===== config.mk =====
export PLATFORM = sky130hd
export DESIGN_NAME = bitbang_host_link
export DESIGN_NICKNAME = d
export VERILOG_FILES = /design/src/rtl/bitbang_host_link.sv
export SDC_FILE = /design/constraint.sdc
export NUM_CORES = 2
export LEC_CHECK = 0
export BUFFER_PORTS_ARGS = -buffer_cell sky130_fd_sc_hd__buf_2
export CAP_MARGIN = 5
export CORE_AREA = 2 2 326 409
export DETAILED_ROUTE_END_ITERATION = 16
export DIE_AREA = 0 0 328 411
export GPL_ROUTABILITY_DRIVEN = 0
export GPL_TIMING_DRIVEN = 0
export SKIP_LAST_GASP = 1
export SYNTH_ARGS = -nofsm -noshare
export SYNTH_HDL_FRONTEND = slang
export SYNTH_SLANG_ARGS = --single-unit

===== constraint.sdc =====
create_clock -name clk -period 5.2 [get_ports clk]
set_clock_uncertainty 0.15 [all_clocks]
set_input_delay 0.78 -clock clk [delete_from_list [all_inputs] [get_ports clk]]
set_output_delay 0.78 -clock clk [all_outputs]
set_load 0.02 [all_outputs]

===== src/rtl/bitbang_host_link.sv =====
// bitbang_host_link
//   Bit-bang slave between the host pin interface and the hashing cores.
//   The host clocks a work unit in on rxc (LSB first per byte) and frames it
//   with rxtxr. A complete frame is presented on work_data with a one-cycle
//   work_valid. Result words from the cores are queued in a small FIFO and
//   shifted back to the host on txc, one start bit (txd=1) per byte.
//
// Optional build macro: RX_CHECKSUM_EN
//   When defined, a frame carries one extra trailing byte that must equal the
//   XOR of all payload bytes. A mismatch pulses rx_crc_err instead of
//   work_valid. When undefined, rx_crc_err is tied low.
//
// Ports:
//   clk, rst_n        system clock, asynchronous active-low reset
//   rxd, rxc, rxtxr   host RX data, RX strobe, frame strobe (asynchronous)
//   txc, txd          host TX strobe (asynchronous), serial data to host
//   work_data/_valid  last accepted work unit, one-cycle update pulse
//   result_data/_valid  nonce from the cores and its push strobe
//   fifo_level        occupied result-queue entries
//   result_overflow   sticky, a result was dropped on a full queue
//   rx_overrun        sticky until next frame strobe, too many bytes in frame
//   rx_crc_err        one-cycle pulse on checksum mismatch
module bitbang_host_link #(
  parameter int RX_BYTES    = 64,
  parameter int TX_BYTES    = 4,
  parameter int FIFO_DEPTH  = 4,
  parameter int SYNC_STAGES = 2
) (
  input  logic                             clk,
  input  logic                             rst_n,
  input  logic                             rxd,
  input  logic                             rxc,
  input  logic                             rxtxr,
  input  logic                             txc,
  output logic                             txd,
  output logic [RX_BYTES*8-1:0]            work_data,
  output logic                             work_valid,
  input  logic [TX_BYTES*8-1:0]            result_data,
  input  logic                             result_valid,
  output logic [$clog2(FIFO_DEPTH+1)-1:0]  fifo_level,
  output logic                             result_overflow,
  output logic                             rx_overrun,
  output logic                             rx_crc_err
);

`ifdef RX_CHECKSUM_EN
  localparam int RX_FRAME = RX_BYTES + 1;
`else
  localparam int RX_FRAME = RX_BYTES;
`endif
  localparam int BCNT_W = $clog2(RX_FRAME + 1);
  localparam int TXB_W  = (TX_BYTES > 1) ? $clog2(TX_BYTES) : 1;
  localparam int PTR_W  = (FIFO_DEPTH > 1) ? $clog2(FIFO_DEPTH) : 1;
  localparam int LVL_W  = $clog2(FIFO_DEPTH + 1);

  typedef enum logic {HUNT, BITS} tx_state_t;

  // ---------------------------------------------------------------- pin sync
  logic [SYNC_STAGES-1:0] rxd_s, rxc_s, rxtxr_s, txc_s;

  always_ff @(posedge clk or negedge rst_n) begin
    if (!rst_n) begin
      rxd_s   <= '0;
      rxc_s   <= '0;
      rxtxr_s <= '0;
      txc_s   <= '0;
    end else begin
      // NOTE: non-blocking assignments let every stage sample the previous
      // stage's old value, which is what makes this a shift chain.
      rxd_s   <= {rxd_s[SYNC_STAGES-2:0], rxd};
      rxc_s   <= {rxc_s[SYNC_STAGES-2:0], rxc};
      rxtxr_s <= {rxtxr_s[SYNC_STAGES-2:0], rxtxr};
      txc_s   <= {txc_s[SYNC_STAGES-2:0], txc};
    end
  end

  // Rising edge: newer of the last two stages high, older still low.
  logic rxc_rise, rxtxr_rise, txc_rise, rxd_bit;
  assign rxc_rise   = rxc_s[SYNC_STAGES-2]   & ~rxc_s[SYNC_STAGES-1];
  assign rxtxr_rise = rxtxr_s[SYNC_STAGES-2] & ~rxtxr_s[SYNC_STAGES-1];
  assign txc_rise   = txc_s[SYNC_STAGES-2]   & ~txc_s[SYNC_STAGES-1];
  // The host holds rxd well beyond the synchroniser depth around rxc.
  assign rxd_bit    = rxd_s[SYNC_STAGES-1];

  // --------------------------------------------------------------------- RX
  logic [7:0]            byte_sr;
  logic [7:0]            new_sr;
  logic [2:0]            bit_cnt;
  logic [BCNT_W-1:0]     byte_cnt;
  logic [RX_BYTES*8-1:0] rx_sr;
`ifdef RX_CHECKSUM_EN
  logic [7:0]            csum;
  logic [7:0]            chk_byte;
`endif

  assign new_sr = {rxd_bit, byte_sr[7:1]};

  always_ff @(posedge clk or negedge rst_n) begin
    if (!rst_n) begin
      byte_sr    <= '0;
      bit_cnt    <= '0;
      byte_cnt   <= '0;
      rx_sr      <= '0;
      work_data  <= '0;
      work_valid <= 1'b0;
      rx_overrun <= 1'b0;
`ifdef RX_CHECKSUM_EN
      csum       <= '0;
      chk_byte   <= '0;
      rx_crc_err <= 1'b0;
`endif
    end else begin
      work_valid <= 1'b0;
`ifdef RX_CHECKSUM_EN
      rx_crc_err <= 1'b0;
`endif
      // Frame strobe has priority: a coincident rxc bit is dropped.
      if (rxtxr_rise) begin
        if (!rx_overrun && byte_cnt == BCNT_W'(RX_FRAME) && bit_cnt == 3'd0) begin
`ifdef RX_CHECKSUM_EN
          if (chk_byte == csum) begin
            work_data  <= rx_sr;
            work_valid <= 1'b1;
          end else begin
            rx_crc_err <= 1'b1;
          end
`else
          work_data  <= rx_sr;
          work_valid <= 1'b1;
`endif
        end
        bit_cnt    <= '0;
        byte_cnt   <= '0;
        rx_overrun <= 1'b0;
`ifdef RX_CHECKSUM_EN
        csum       <= '0;
`endif
      end else if (rxc_rise) begin
        byte_sr <= new_sr;
        bit_cnt <= bit_cnt + 3'd1;
        if (bit_cnt == 3'd7) begin
          if (byte_cnt == BCNT_W'(RX_FRAME)) begin
            rx_overrun <= 1'b1;
          end else begin
            byte_cnt <= byte_cnt + 1'b1;
`ifdef RX_CHECKSUM_EN
            if (byte_cnt == BCNT_W'(RX_BYTES)) begin
              chk_byte <= new_sr;
            end else begin
              rx_sr <= {rx_sr[RX_BYTES*8-9:0], new_sr};
              csum  <= csum ^ new_sr;
            end
`else
            rx_sr <= {rx_sr[RX_BYTES*8-9:0], new_sr};
`endif
          end
        end
      end
    end
  end

`ifndef RX_CHECKSUM_EN
  assign rx_crc_err = 1'b0;
`endif

  // ------------------------------------------------------------ result FIFO
  logic [TX_BYTES*8-1:0] mem [FIFO_DEPTH];
  logic [PTR_W-1:0]      wr_ptr, rd_ptr;
  logic [LVL_W-1:0]      count;
  logic                  pop, push_ok;

  tx_state_t             tx_state;
  logic [TXB_W-1:0]      byte_idx;
  logic [2:0]            bit_idx;
  logic [TX_BYTES*8-1:0] tx_word;
  logic [TX_BYTES*8-1:0] tx_shift;

  function automatic logic [PTR_W-1:0] ptr_next(input logic [PTR_W-1:0] p);
    return (p == PTR_W'(FIFO_DEPTH - 1)) ? '0 : p + 1'b1;
  endfunction

  // A pop happens only at the start of a new word; it sees the queue state
  // from before any push in the same cycle.
  assign pop     = txc_rise && !rxtxr_rise && tx_state == HUNT &&
                   byte_idx == '0 && count != '0;
  assign push_ok = result_valid && (count != LVL_W'(FIFO_DEPTH) || pop);

  // NOTE: the queue storage carries no reset; occupancy is tracked by the
  // reset pointers/count, so stale contents are never observed.
  always_ff @(posedge clk) begin
    if (push_ok) mem[wr_ptr] <= result_data;
  end

  // Current byte aligned to the top so bytes go out MSB byte first.
  assign tx_shift = tx_word << {byte_idx, 3'b000};

  always_ff @(posedge clk or negedge rst_n) begin
    if (!rst_n) begin
      wr_ptr          <= '0;
      rd_ptr          <= '0;
      count           <= '0;
      result_overflow <= 1'b0;
      tx_state        <= HUNT;
      byte_idx        <= '0;
      bit_idx         <= '0;
      tx_word         <= '0;
      txd             <= 1'b0;
    end else begin
      if (push_ok) wr_ptr <= ptr_next(wr_ptr);
      if (pop)     rd_ptr <= ptr_next(rd_ptr);
      count <= count + LVL_W'(push_ok) - LVL_W'(pop);
      if (result_valid && !push_ok) result_overflow <= 1'b1;

      if (rxtxr_rise) begin
        // New frame aborts any word in flight; txd keeps its level.
        tx_state <= HUNT;
        byte_idx <= '0;
        bit_idx  <= '0;
      end else if (txc_rise) begin
        case (tx_state)
          HUNT: begin
            if (byte_idx != '0) begin
              txd      <= 1'b1;
              tx_state <= BITS;
            end else if (pop) begin
              tx_word  <= mem[rd_ptr];
              txd      <= 1'b1;
              tx_state <= BITS;
            end else begin
              txd <= 1'b0;
            end
          end
          BITS: begin
            txd     <= tx_shift[TX_BYTES*8-8 + int'(bit_idx)];
            bit_idx <= bit_idx + 3'd1;
            if (bit_idx == 3'd7) begin
              tx_state <= HUNT;
              byte_idx <= (byte_idx == TXB_W'(TX_BYTES - 1)) ? '0 : byte_idx + 1'b1;
            end
          end
          default: tx_state <= HUNT;
        endcase
      end
    end
  end

  assign fifo_level = count;

endmodule

==> results.md <==
- The flow ran to the end, and the final reports show no timing, DRC or antenna violations.
- The share of layout cells above drive strength 1 is 0.585.
- The most used flip-flop cell after synthesis is sky130_fd_sc_hd__dfrtp_1.
- Hold timing on the final database bottoms out at a slack of 0.100 ns.
- The largest voltage drop on the vdd net is 0.342 mV.
- Total power for the finished layout comes to 0.0209 W.
- Timing analysis after detailed placement gives a worst setup slack of 1.57 ns.
- The via count of the first global-routing pass was 25471.
- Derived from the worst setup path, the maximum achievable clock frequency is 280 MHz.
- The number of buffers inserted to repair setup after CTS is 0.
- For this design the ratio of total power to cell area is 369 mW/mm².
- The overall via count from detail_route is 24071.
- Counting along the longest clock path gives a buffer depth of 3.
- The relative max-transition margin is 0.214.
- The most prevalent standard cell on the critical path is sky130_fd_sc_hd__ha_1.
- For this run, the total global-route usage over all layers was measured as 0.162.
- At the worst endpoint, the arrival time is 4.05 ns.
- Max-cap violations in this run came to 0.
- In the final design database the tool counted 3349 nets.
- The share of the clock period used by the worst path is 0.688.
- Leaving out fill and tap cells, the most frequent cell in the layout is sky130_fd_sc_hd__dfrtp_1.
- After synthesis, the share of flip-flops with an asynchronous set or reset is 0.896.
- The distinct cell type count after synthesis is 47.
- The synthesized design contains 1226 register bits.
- The clock insertion delay at the later pin of the skew report is 0.74 ns.
- The per-cell via count in the routed design is 4.69.
- Port buffering added 557 buffers.
- The routed design could run at a clock period as short as 3.58 ns.
- The remaining antenna violation count after routing is 0.
- The detail-routed net length per standard cell is 21.3 µm.
- The highest-delay cell along the critical path is sky130_fd_sc_hd__nor4b_1.
- The number of antenna violations at the first check in global routing came to 6.
- The floorplan step set the die width to 328 µm.
- The cell count after placement is 4902.
- After clock tree synthesis, the clock-pin slew on the worst setup and hold paths is 0.06 ns.
- The critical path ends at fifo_level[2].
- The setup check on the worst reg-to-reg path leaves a slack of 1.62 ns.
- The worst register-to-register path ends at fifo_level[2].
- The root buffer cell chosen for the clock tree is sky130_fd_sc_hd__clkbuf_16.
- Synthesis produced a netlist with a net count of 2654.
- The tree built by TritonCTS fans out to 1226 sinks.
- STA classifies the critical path startpoint as a flop.
- The I/O pin count is 559.
- The TritonCTS buffer count is 120.
- In this run, synthesis inferred 128 flip-flops with an integrated enable.
- The worst path meets setup with 1.62 ns of slack.
- The worst setup path is captured at a flop.
- The leakage power is 28.7 nW.
- The remaining design rule violation count is 0.
- The initialized floorplan defines 149 standard-cell rows.
- The number of DRC markers in iteration 0 is 1062.
- For the final routed database, the setup TNS stands at 0 ns.
- Walking the worst path, the cells encountered are clkbuf_1 -> inv_1 -> ha_1 -> nor4b_1 -> nor2b_1 -> buf_2 -> buf_2 -> ha_1 -> inv_1 -> ha_1 -> fa_1 -> xor2_1 -> xnor2_1.
- The post-synthesis instance total is 2598.
- After the flow finishes, the layout carries non-filler instances totaling 5135.
- The synthesized area per cell is 18.1 µm².
- Along the worst path, the maximum fanout reaches 10.
- Leaving out fill and tap cells, the most frequent cells in the layout are 1098 x sky130_fd_sc_hd__dfrtp_1, 864 x sky130_fd_sc_hd__mux2_2, 575 x sky130_fd_sc_hd__buf_2, 188 x sky130_fd_sc_hd__mux2_4, 128 x sky130_fd_sc_hd__edfxtp_1.
- Setup violations remaining at the end of the flow were counted as 0.
- The worst reg2reg path depth is 13.
- The final HPWL from detailed placement is 80500 µm.
- For this configuration, the core starts out at a cell density of 0.358.
- In this run the worst hold path is classified as input port to flop.
- The critical path launch point is byte_idx[1].
- The area of the mapped netlist is 0.0469 mm².
- The sequential share of the synthesized area is 0.667.
- The clock tree synthesis step divided the H-tree into 3 levels.
- At the pin with the least slew margin, the transition time is 1.18 ns.
- The area overhead of the layout relative to synthesis is 20.5%.
- The die footprint is 0.135 mm².
- The height of the die is 411 µm.
- The clock tree from TritonCTS is built.
- Entering global routing, the biggest net connects 170 pins.
- The final max-slew violation count is 0.
- The critical path in this run is classified as flop to flop.
- The placeable core region is 0.131 mm².
- Setup repair after global routing left no endpoint under its margin.
- The first-pass GRT wire length is 165000 µm.
- For this run the aggregate overflow at the end of global routing stands at 0.
- The maximum single-stage delay on the critical path is 0.41 ns.
- Data on the critical path is required at its endpoint by 5.68 ns.
- The number of hold violations in the final report is 0.
- The number of optimization iterations in the first detailed-route pass is 5.
- The beginning of the worst register-to-register path is byte_idx[1].
- After detailed routing, the total wire length is 109000 µm.
- During synthesis, Yosys emitted a total of 0 warnings.
## kinds of logic after synthesis
group | Yosys count | synth area share
xor gates and xnor gates | 10 | 0.00187
DFF | 1226 | 0.667
muxes | 1116 | 0.291
adders and majority gates | 17 | 0.00469
AOI/OAI and AO/OA | 19 | 0.00296
and+or+nand+nor | 61 | 0.00706
other | 1 | 0.0000799
buffers and inverters | 148 | 0.0248
## routing by layer
metal	track usage	share of wire	vias to the layer above
li1	-	-	10777
met1	0.191	0.40	12554
met2	0.267	0.49	580
met3	0.0641	0.091	150
met4	0.0550	0.027	10
met5	0	0.00060	-
## power breakdown
group	internal [W]	total [W]	switching (W)
registers	0.0101	0.0103	0.000159
logic	0.000637	0.00138	0.000742
clock network	0.00543	0.00922	0.00379
total	0.0162	0.0209	0.00469
## cells in the mapped netlist (4+ instances only)
library cell / instances / share of area
sky130_fd_sc_hd__a21oi_1: 4 / 0.00043
sky130_fd_sc_hd__and2_1: 4 / 0.00053
sky130_fd_sc_hd__buf_2: 19 / 0.0020
sky130_fd_sc_hd__buf_4: 48 / 0.0077
sky130_fd_sc_hd__buf_6: 54 / 0.013
sky130_fd_sc_hd__clkbuf_1: 10 / 0.00080
sky130_fd_sc_hd__dfrtp_1: 1098 / 0.59
sky130_fd_sc_hd__edfxtp_1: 128 / 0.082
sky130_fd_sc_hd__ha_1: 16 / 0.0043
sky130_fd_sc_hd__inv_1: 15 / 0.0012
sky130_fd_sc_hd__mux2_1: 20 / 0.0048
sky130_fd_sc_hd__mux2_2: 864 / 0.21
sky130_fd_sc_hd__mux2_4: 188 / 0.060
sky130_fd_sc_hd__mux2i_1: 7 / 0.0015
sky130_fd_sc_hd__mux4_2: 37 / 0.018
sky130_fd_sc_hd__nand2_1: 7 / 0.00056
sky130_fd_sc_hd__nand2b_1: 4 / 0.00053
sky130_fd_sc_hd__nand3_1: 8 / 0.00085
sky130_fd_sc_hd__nand4_1: 4 / 0.00053
sky130_fd_sc_hd__nor2_1: 18 / 0.0014
sky130_fd_sc_hd__nor2b_1: 4 / 0.00053
sky130_fd_sc_hd__xnor2_1: 4 / 0.00075
sky130_fd_sc_hd__xor2_1: 6 / 0.0011
## worst min path at each step
| stage | start | end | depth (start not counted) |
|---|---|---|---|
| global placement | rxd_s[0] | rxd_s[1] | 0 |
| CTS | result_data[4] | mem[2][4] | 1 |
| finish | result_data[10] | mem[1][10] | 1 |
| floorplan | rxd_s[0] | rxd_s[1] | 0 |
| global route | result_data[10] | mem[2][10] | 1 |
| detailed placement | rxd_s[0] | rxd_s[1] | 0 |
## cell type report
type | count | area (µm²)
Fill cell | 11738 | 74500
Clock inverter | 44 | 669
Multi-Input combinational cell | 1224 | 14500
Antenna cell | 3 | 7.51
Sequential cell | 1226 | 31300
Timing Repair Buffer | 573 | 3160
Inverter | 15 | 56.3
Clock buffer | 181 | 3590
Tap cell | 1736 | 2170
Buffer | 133 | 1110
## state kept, by name, indices dropped and copies added (netlist names), 2 cells and up
signal and count:
rx_sr 512, fifo_level 3, txc_s 2, rxd_s 2, byte_cnt 7, mem 128, tx_word 32, work_data 512
bit_idx 3, rxc_s 2, byte_sr 7, rd_ptr 2, bit_cnt 3, wr_ptr 2, byte_idx 2, rxtxr_s 2
## timing repair
action / 4_1_cts / 5_1_grt
hold buffers: 5 / 0
resized for setup: 0 / 0
hold endpoints to repair: 69 / 0
## critical path, delay by kind of cell (launching register included)
kind,cells,cell delay [ns]
xor gates and xnor gates,2,0.28
buffers and inverters,5,1.08
adders and majority gates,4,0.93
DFF,1,0.40
and+or+nand+nor,2,0.60
## metrics by stage
| step | util | instance area (µm²) |
|---|---|---|
| after floorplan | - | 46900 |
| after global placement | 0.396 | 51900 |
| after detailed placement | 0.399 | 52200 |
| after CTS | 0.431 | 56500 |
| after global routing | 0.431 | 56500 |
| final | 0.431 | 56600 |
Note: power is estimated with default switching activity, not from simulation.
